--- src/rtl/param_rr_arbiter.sv ---
// Round-robin arbiter with bounded grant tenure, steering the owner's serial bit onto q.
// The grant hands over without an idle cycle when another requester is waiting.
module param_rr_arbiter #(
  parameter int N    = 4,
  parameter int HOLD = 3,
  parameter int CW   = 4
) (
  input  logic         clk,
  input  logic         rst,
  input  logic [N-1:0] req,
  input  logic [N-1:0] d,
  output logic [N-1:0] gnt,
  output logic         q,
  output logic         busy
);

  localparam int PW = $clog2(N);

  typedef enum logic {IDLE, GRANT} state_t;

  state_t          state, state_nxt;
  logic [PW-1:0]   ptr, ptr_nxt;
  logic [PW-1:0]   owner, owner_nxt;
  logic [CW-1:0]   cnt, cnt_nxt;
  logic [N-1:0]    gnt_nxt;
  logic            q_nxt, busy_nxt;
  logic [PW-1:0]   win;
  logic            win_vld;
  logic [PW:0]     sum;
  logic [PW-1:0]   idx;

  function automatic logic [PW-1:0] wrap_inc(input logic [PW-1:0] v);
    if (int'(v) == N - 1) return '0;
    return v + 1'b1;
  endfunction

  // Scan from ptr upward (mod N); the first requester found wins.
  always_comb begin
    win     = '0;
    win_vld = 1'b0;
    sum     = '0;
    idx     = '0;
    for (int k = 0; k < N; k++) begin
      sum = {1'b0, ptr} + (PW+1)'(k);
      if (sum >= (PW+1)'(N)) sum = sum - (PW+1)'(N);
      idx = sum[PW-1:0];
      if (!win_vld && req[idx]) begin
        win     = idx;
        win_vld = 1'b1;
      end
    end
  end

  always_comb begin
    state_nxt = state;
    owner_nxt = owner;
    cnt_nxt   = cnt;
    ptr_nxt   = ptr;
    gnt_nxt   = gnt;
    busy_nxt  = busy;
    q_nxt     = 1'b0;
    case (state)
      IDLE: begin
        if (win_vld) begin
          state_nxt = GRANT;
          owner_nxt = win;
          cnt_nxt   = CW'(HOLD - 1);
          ptr_nxt   = wrap_inc(win);
          gnt_nxt   = {{(N-1){1'b0}}, 1'b1} << win;
          busy_nxt  = 1'b1;
        end else begin
          gnt_nxt  = '0;
          busy_nxt = 1'b0;
          cnt_nxt  = '0;
        end
      end
      GRANT: begin
        q_nxt = d[owner];
        if (req[owner] && cnt != '0) begin
          cnt_nxt = cnt - 1'b1;
        end else if (win_vld) begin
          // ptr already sits past the owner, so it is considered last.
          owner_nxt = win;
          cnt_nxt   = CW'(HOLD - 1);
          ptr_nxt   = wrap_inc(win);
          gnt_nxt   = {{(N-1){1'b0}}, 1'b1} << win;
          busy_nxt  = 1'b1;
        end else begin
          state_nxt = IDLE;
          cnt_nxt   = '0;
          gnt_nxt   = '0;
          busy_nxt  = 1'b0;
        end
      end
      default: state_nxt = IDLE;
    endcase
  end

  always_ff @(posedge clk or posedge rst) begin
    if (rst) begin
      state <= IDLE;
      owner <= '0;
      cnt   <= '0;
      ptr   <= '0;
      gnt   <= '0;
      busy  <= 1'b0;
      q     <= 1'b0;
    end else begin
      state <= state_nxt;
      owner <= owner_nxt;
      cnt   <= cnt_nxt;
      ptr   <= ptr_nxt;
      gnt   <= gnt_nxt;
      busy  <= busy_nxt;
      q     <= q_nxt;
    end
  end

endmodule

--- config.mk ---
export PLATFORM = sky130hd
export DESIGN_NAME = param_rr_arbiter
export DESIGN_NICKNAME = d
export VERILOG_FILES = /design/src/rtl/param_rr_arbiter.sv
export SDC_FILE = /design/constraint.sdc
export NUM_CORES = 1
export LEC_CHECK = 0
export ABC_CLOCK_PERIOD_IN_PS = 2760
export CAP_MARGIN = 10
export CORE_ASPECT_RATIO = 1.75
export CORE_MARGIN = 3
export CORE_UTILIZATION = 30
export CTS_CLUSTER_SIZE = 40
export DETAILED_ROUTE_END_ITERATION = 10
export HOLD_SLACK_MARGIN = 0.1
export PLACE_DENSITY = 0.59
export SETUP_SLACK_MARGIN = 0.05
export SYNTH_ARGS = -nofsm -noshare
export SYNTH_HDL_FRONTEND = slang
export SYNTH_SLANG_ARGS = --single-unit
--- constraint.sdc ---
create_clock -name clk -period 2.76 [get_ports clk]
set_clock_uncertainty 0.2 [all_clocks]
set_input_delay 0.69 -clock clk [delete_from_list [all_inputs] [get_ports clk]]
set_output_delay 0.69 -clock clk [all_outputs]
set_load 0.005 [all_outputs]
# == Word-level counts from Yosys, hierarchy flattened ==
# Cells that the tools add are included.
# classes
n_shift,1
magnitude_cmp,9
eq_ne,4
n_reduce_logical,9
addsub,9
mux,51
bitwise,1
# ops
operator,count
2-bit two-way mux,17
1-bit two-way mux,19
4-bit case mux with 2 select lines,2
"2-bit by 3-bit < comparator with 1-bit output, second input constant",5
1-bit binary-select mux with 2-bit select,6
4-bit two-way mux,3
"3-bit >= comparator, second input constant",3
2-bit case mux with 2 select lines,2
"2-bit by 1-bit subtractor with 2-bit output, second input constant",4
"2-bit by 2-bit adder with 3-bit output, second input constant",2
1-bit logical AND,4
"2-bit inequality test, second input constant",2
1-bit case mux with 2 select lines,2
4-bit nonzero test,1
"1-bit by 2-bit << shifter with 4-bit output, first input constant",1
"4-bit by 1-bit subtractor with 4-bit output, second input constant",1
"2-bit by 1-bit adder with 3-bit output, second input constant",1
"2-bit by 3-bit >= comparator with 1-bit output, second input constant",1
1-bit logical NOT,3
3-bit AND reduction,1
"2-bit by 1-bit adder with 2-bit output, second input constant",1
"2-bit by 1-bit equality test with 1-bit output, second input constant",1
"2-bit by 1-bit inequality test with 1-bit output, second input constant",1
1-bit NOT,1
# totals
wordCells,91
regBits,15
out_inout_bits,6
input_bits,10

# == Logic depth before layout (Yosys ltp) ==
# Gate-level depths: netlist (run 1).
# depth
depth_word,23
depth_mapped,7
ltp_nobuf,7

# == Worst setup path before layout (run 1) ==
# Ideal clock, no wire load.
# synth_path
path_kind,in2reg
from,input port req[2]
to,register ptr[1]
setup_slack_ns,0.547
arrival_time_ns,1.887
path_stages,5
n_path_buf,0
t_required_ns,2.435
setup_time_ns,0.125
cell_sequence,mux2i_1 > nor2_1 > a311oi_1 > ha_1 > mux2_4
# synth_between
elab_chain_len,21
elab_cells_between_ends,42
cone_classes,add/sub: 1; eq/ne: 4; mux: 29; reduce/logical: 8
# synth_rtl
item,line,text
from (decl),10,"input logic [N-1:0] req,"
1-bit binary-select mux with 2-bit select,47,if (!win_vld && req[idx]) begin
1-bit two-way mux (implied by the code),47,
1-bit two-way mux,47,
1-bit logical NOT,47,
1-bit logical AND,47,
1-bit two-way mux,47,
1-bit logical NOT,47,
1-bit logical AND,47,
[... 4 more ...],n/a,
named net win[0],27,logic [PW-1:0] win;
[... 2 more ...],n/a,
1-bit two-way mux,"64, 81",
1-bit two-way mux,79,if (req[owner] && cnt != '0) begin
1-bit two-way mux,62,case (state)
2-bit two-way mux,34,return v + 1'b1;
2-bit two-way mux,81,end else if (win_vld) begin
2-bit two-way mux,79,
2-bit case mux with 2 select lines (*),62,
named net ptr_nxt[1],22,"logic [PW-1:0] ptr, ptr_nxt;"
to (signal assigned),112,ptr <= ptr_nxt;
to (decl),22,
# The timed path passes the listed nets; every way through them passes the cells marked *. The select of a mux whose other input is x is not followed.
# A chain may end at the register's enable or synchronous reset.

# == Final worst setup path (run 1) ==
# layout_path
from,input port req[0]
to,register ptr[1]
# The elaborated chain is that of the path after synthesis.

==> results of run 1 <==
[per-stage QoR]
step                setup slack [ns]  power, mW  hold slack (ns)
finish                        0.2844      1.019           0.2677
global route                  0.2263      1.109           0.2996
CTS                           0.3163      1.040           0.2746
detailed placement           0.05429     0.8663           0.2639
global placement              0.1069     0.8504           0.2466
floorplan                     0.5475     0.6897           0.2255
[worst paths after layout]
check                      cells past startpoint            endpoint
min in group asynchronous                      2         q$_DFF_PP0_
setup reg to reg                               5  ptr[1]$_DFFE_PP0P_
setup / recovery                               6  ptr[1]$_DFFE_PP0P_
hold reg to reg                                1    cnt[0]$_DFF_PP0_
hold / removal                                 1    cnt[0]$_DFF_PP0_
max in group asynchronous                      2  gnt[2]$_DFFE_PP0P_
[Yosys cell counts (2+ instances only)]
cell and n:
ha_1 5, mux2_4 2, nor2_1 4, mux4_2 2
inv_1 7, a21oi_1 3, nand2_1 8, buf_4 2
nand3_1 4, xnor2_1 2, dfrtp_1 15
[registers in the layout, summed over array words and instances (netlist names)]
register,count
state,1
busy,1
ptr,2
owner,2
gnt,4
cnt,4
q,1
[power by group through the flow]
| stage | logic [mW] | clock network [mW] | registers [mW] |
|---|---|---|---|
| 5_1_grt | 0.533 | 0.185 | 0.391 |
| 6_report | 0.469 | 0.172 | 0.378 |
| 4_1_cts | 0.483 | 0.175 | 0.381 |
| 2_1_floorplan | 0.323 | 0 | 0.366 |
| 3_3_place_gp | 0.469 | 0 | 0.381 |
| 3_5_place_dp | 0.481 | 0 | 0.386 |
[cell families (layout without fill, tap and decap cells)]
group                      count (synthesis)  count (layout)  synth area share, %
and+or+nand+nor                           24              24                16.24
DFF                                       15              15                48.23
AOI/OAI and AO/OA                         10              10                9.004
buffers and inverters                      9              30                5.306
adders and majority gates                  5               5                8.039
muxes                                      5               5                10.93
xor gates and xnor gates                   2               2                2.251
[cells in the final DEF, fill, tap and decap left out, types with 2 or more instances in the layout]
cell and instances:
dfrtp_1 15, clkdlybuf4s50_1 15, nand2_1 8, inv_1 7, ha_1 5, nor2_1 4
nand3_1 4, buf_4 4, a21oi_1 3, clkbuf_8 3, mux4_2 2, mux2_4 2
xnor2_1 2
[worst max-delay path, delay by kind of cell]
family,cells,cell delay [ns]
buffers and inverters,1,0.49
multiplexers,2,0.43
AO/OA/AOI/OAI,1,0.43
adder cells (fa/ha/maj),1,0.31
AND/OR/NAND/NOR,1,0.06
[per-layer routing]
layer  GRT usage, %  up-vias  share of wire, %
met1          11.98      267                38
met4          7.047        0               3.0
met2          19.84        7                58
met5              0        -                 0
met3         0.7353        4              0.92
li1               -      280                 -
[area by class of cell]
cell class,count,area [um2]
Fill cell,245,1369
Sequential cell,15,375.4
Multi-Input combinational cell,46,361.6
Timing Repair Buffer,19,180.2
Clock buffer,4,45.04
Tap cell,25,31.28
Inverter,7,26.28
==> reports/qor.txt, run 1 <==
Max_cap viols: 0
Total number of yosys warnings: 0
N_diodes: 0
Syn Area/Cell: 11.12 um2
Final non-filler cell total: 116
VDD IR max: 0.3639 mV
Hold Path Origin: cnt[0]$_DFF_PP0_
Die W: 44.50 um
H-tree depth: 1
Total Routing Usage GR: 11.09%
P_sw: 0.3408 mW
WL final: 1522 um
Worst reg2reg startpoint: ptr[1]$_DFFE_PP0P_
Design area: 1020 um2
Synth Instances: 70
Flops & latches, synth: 15
Initial drt markers: 5
Number of distinct library cells after synthesis: 27
Startpoint types: input pin
Sequential share of power: 37.1%
EDFF count, synth: 0
Clock Path Buffers: 2
Setup bufs post-CTS: 0
Largest net degree at the start of global routing: 16
Cell taking the most area after synthesis: dfrtp_1
Number of instances in the placed design: 112
Clock Tree Root: clkbuf_8
Worst-path clk slew: 0.06 ns
Pwr/cell area: 999.3 nW/um2
CTS-repair resized insts: 0
Post-DRT Antenna Nets: 0
Post-Syn Nets: 85
Total Die Area: 3265 um2
Critical Path End Type: flop
Vias in the first global route: 571
Final core occ: 42.69%
Clk pwr share: 16.9%
Worst EP arrival: 2.40 ns
Top_reg_cell synth: dfrtp_1
Core Region: 2389 um2
Initial core utilization: 32.58%
DR DRC count: 0
Nets@finish: 107
Cell Chain, Critical Path: clkdlybuf4s50_1, mux2i_1, nor2_1, a311oi_1, ha_1, mux2_4
RSZ-0062 raised after global routing: no
CTS tree: yes
Internal: 0.6782 mW
Slowest cell on crit path: clkdlybuf4s50_1
Num CTS Buffers: 3
Detailed Place HPWL: 1257 um
Slew HR: 63.53%
Crit path launch: req[0]
Period utilization: 89.70%
Status: finished, final reports clean
Asr flop ratio synth: 100.0%
Mapped cell area: 778.2 um2
Worst path max stage delay: 0.49 ns
First-pass DRT Iterations: 4
Net Sw Frac: 33.44%
Critical path type: in2reg
Synth top area cells: dfrtp_1, ha_1, mux4_2, mux2_4, nand2_1
Post-route setup TNS: 0 ns
Data required time of the critical path: 2.69 ns
First-pass GRT wire length: 2663 um
Pins Over Slew Limit: 0
Initial antenna violation count: 0
P_leak: 0.4804 nW
Area Growth Syn to Fin: 31.03%
Gr ovfl total: 0
Crit-path max FO: 6
DR WL/cell: 13.12 um
Top-area cell type share of the netlist area: 48.23%
Layout cell share with drive strength beyond 1: 15.38%
IO Port Bufs: 15
Area after DPL: 974.7 um2
Seq/Total Area, Yosys: 48.23%
HP Class: reg2reg
Worst Tran Pin Value: 0.5464 ns
Routability cong.: 0.7798
CTS Hold Bufs: 0
# setup viols final: 0
Max Clk Rate: 403.9 MHz
Final Hold Fails: 0
FP Rows: 23
Clk sinks: 15
Slack of the worst reg-to-reg path: 0.74 ns
Die Ht: 73.38 um
Total number of vias: 558
Comb pwr share: 46.0%
Ports: 16
Drt via density: 4.810
Clk Latency, worst-skew pair: 0.24 ns
Min Tclk post-route: 2.476 ns
Note: power is estimated with default switching activity, not from simulation.
==> inputs of run 2 (changes only) <==
--- a/config.mk
+++ b/config.mk
@@ -14,7 +14,7 @@
 export DETAILED_ROUTE_END_ITERATION = 10
 export HOLD_SLACK_MARGIN = 0.1
 export PLACE_DENSITY = 0.59
-export SETUP_SLACK_MARGIN = 0.05
+export SKIP_CTS_REPAIR_TIMING = 1
 export SYNTH_ARGS = -nofsm -noshare
 export SYNTH_HDL_FRONTEND = slang
 export SYNTH_SLANG_ARGS = --single-unit
==> results of run 2 <==
Same layout as run 1: the final DEF is identical, and so are final timing and power.
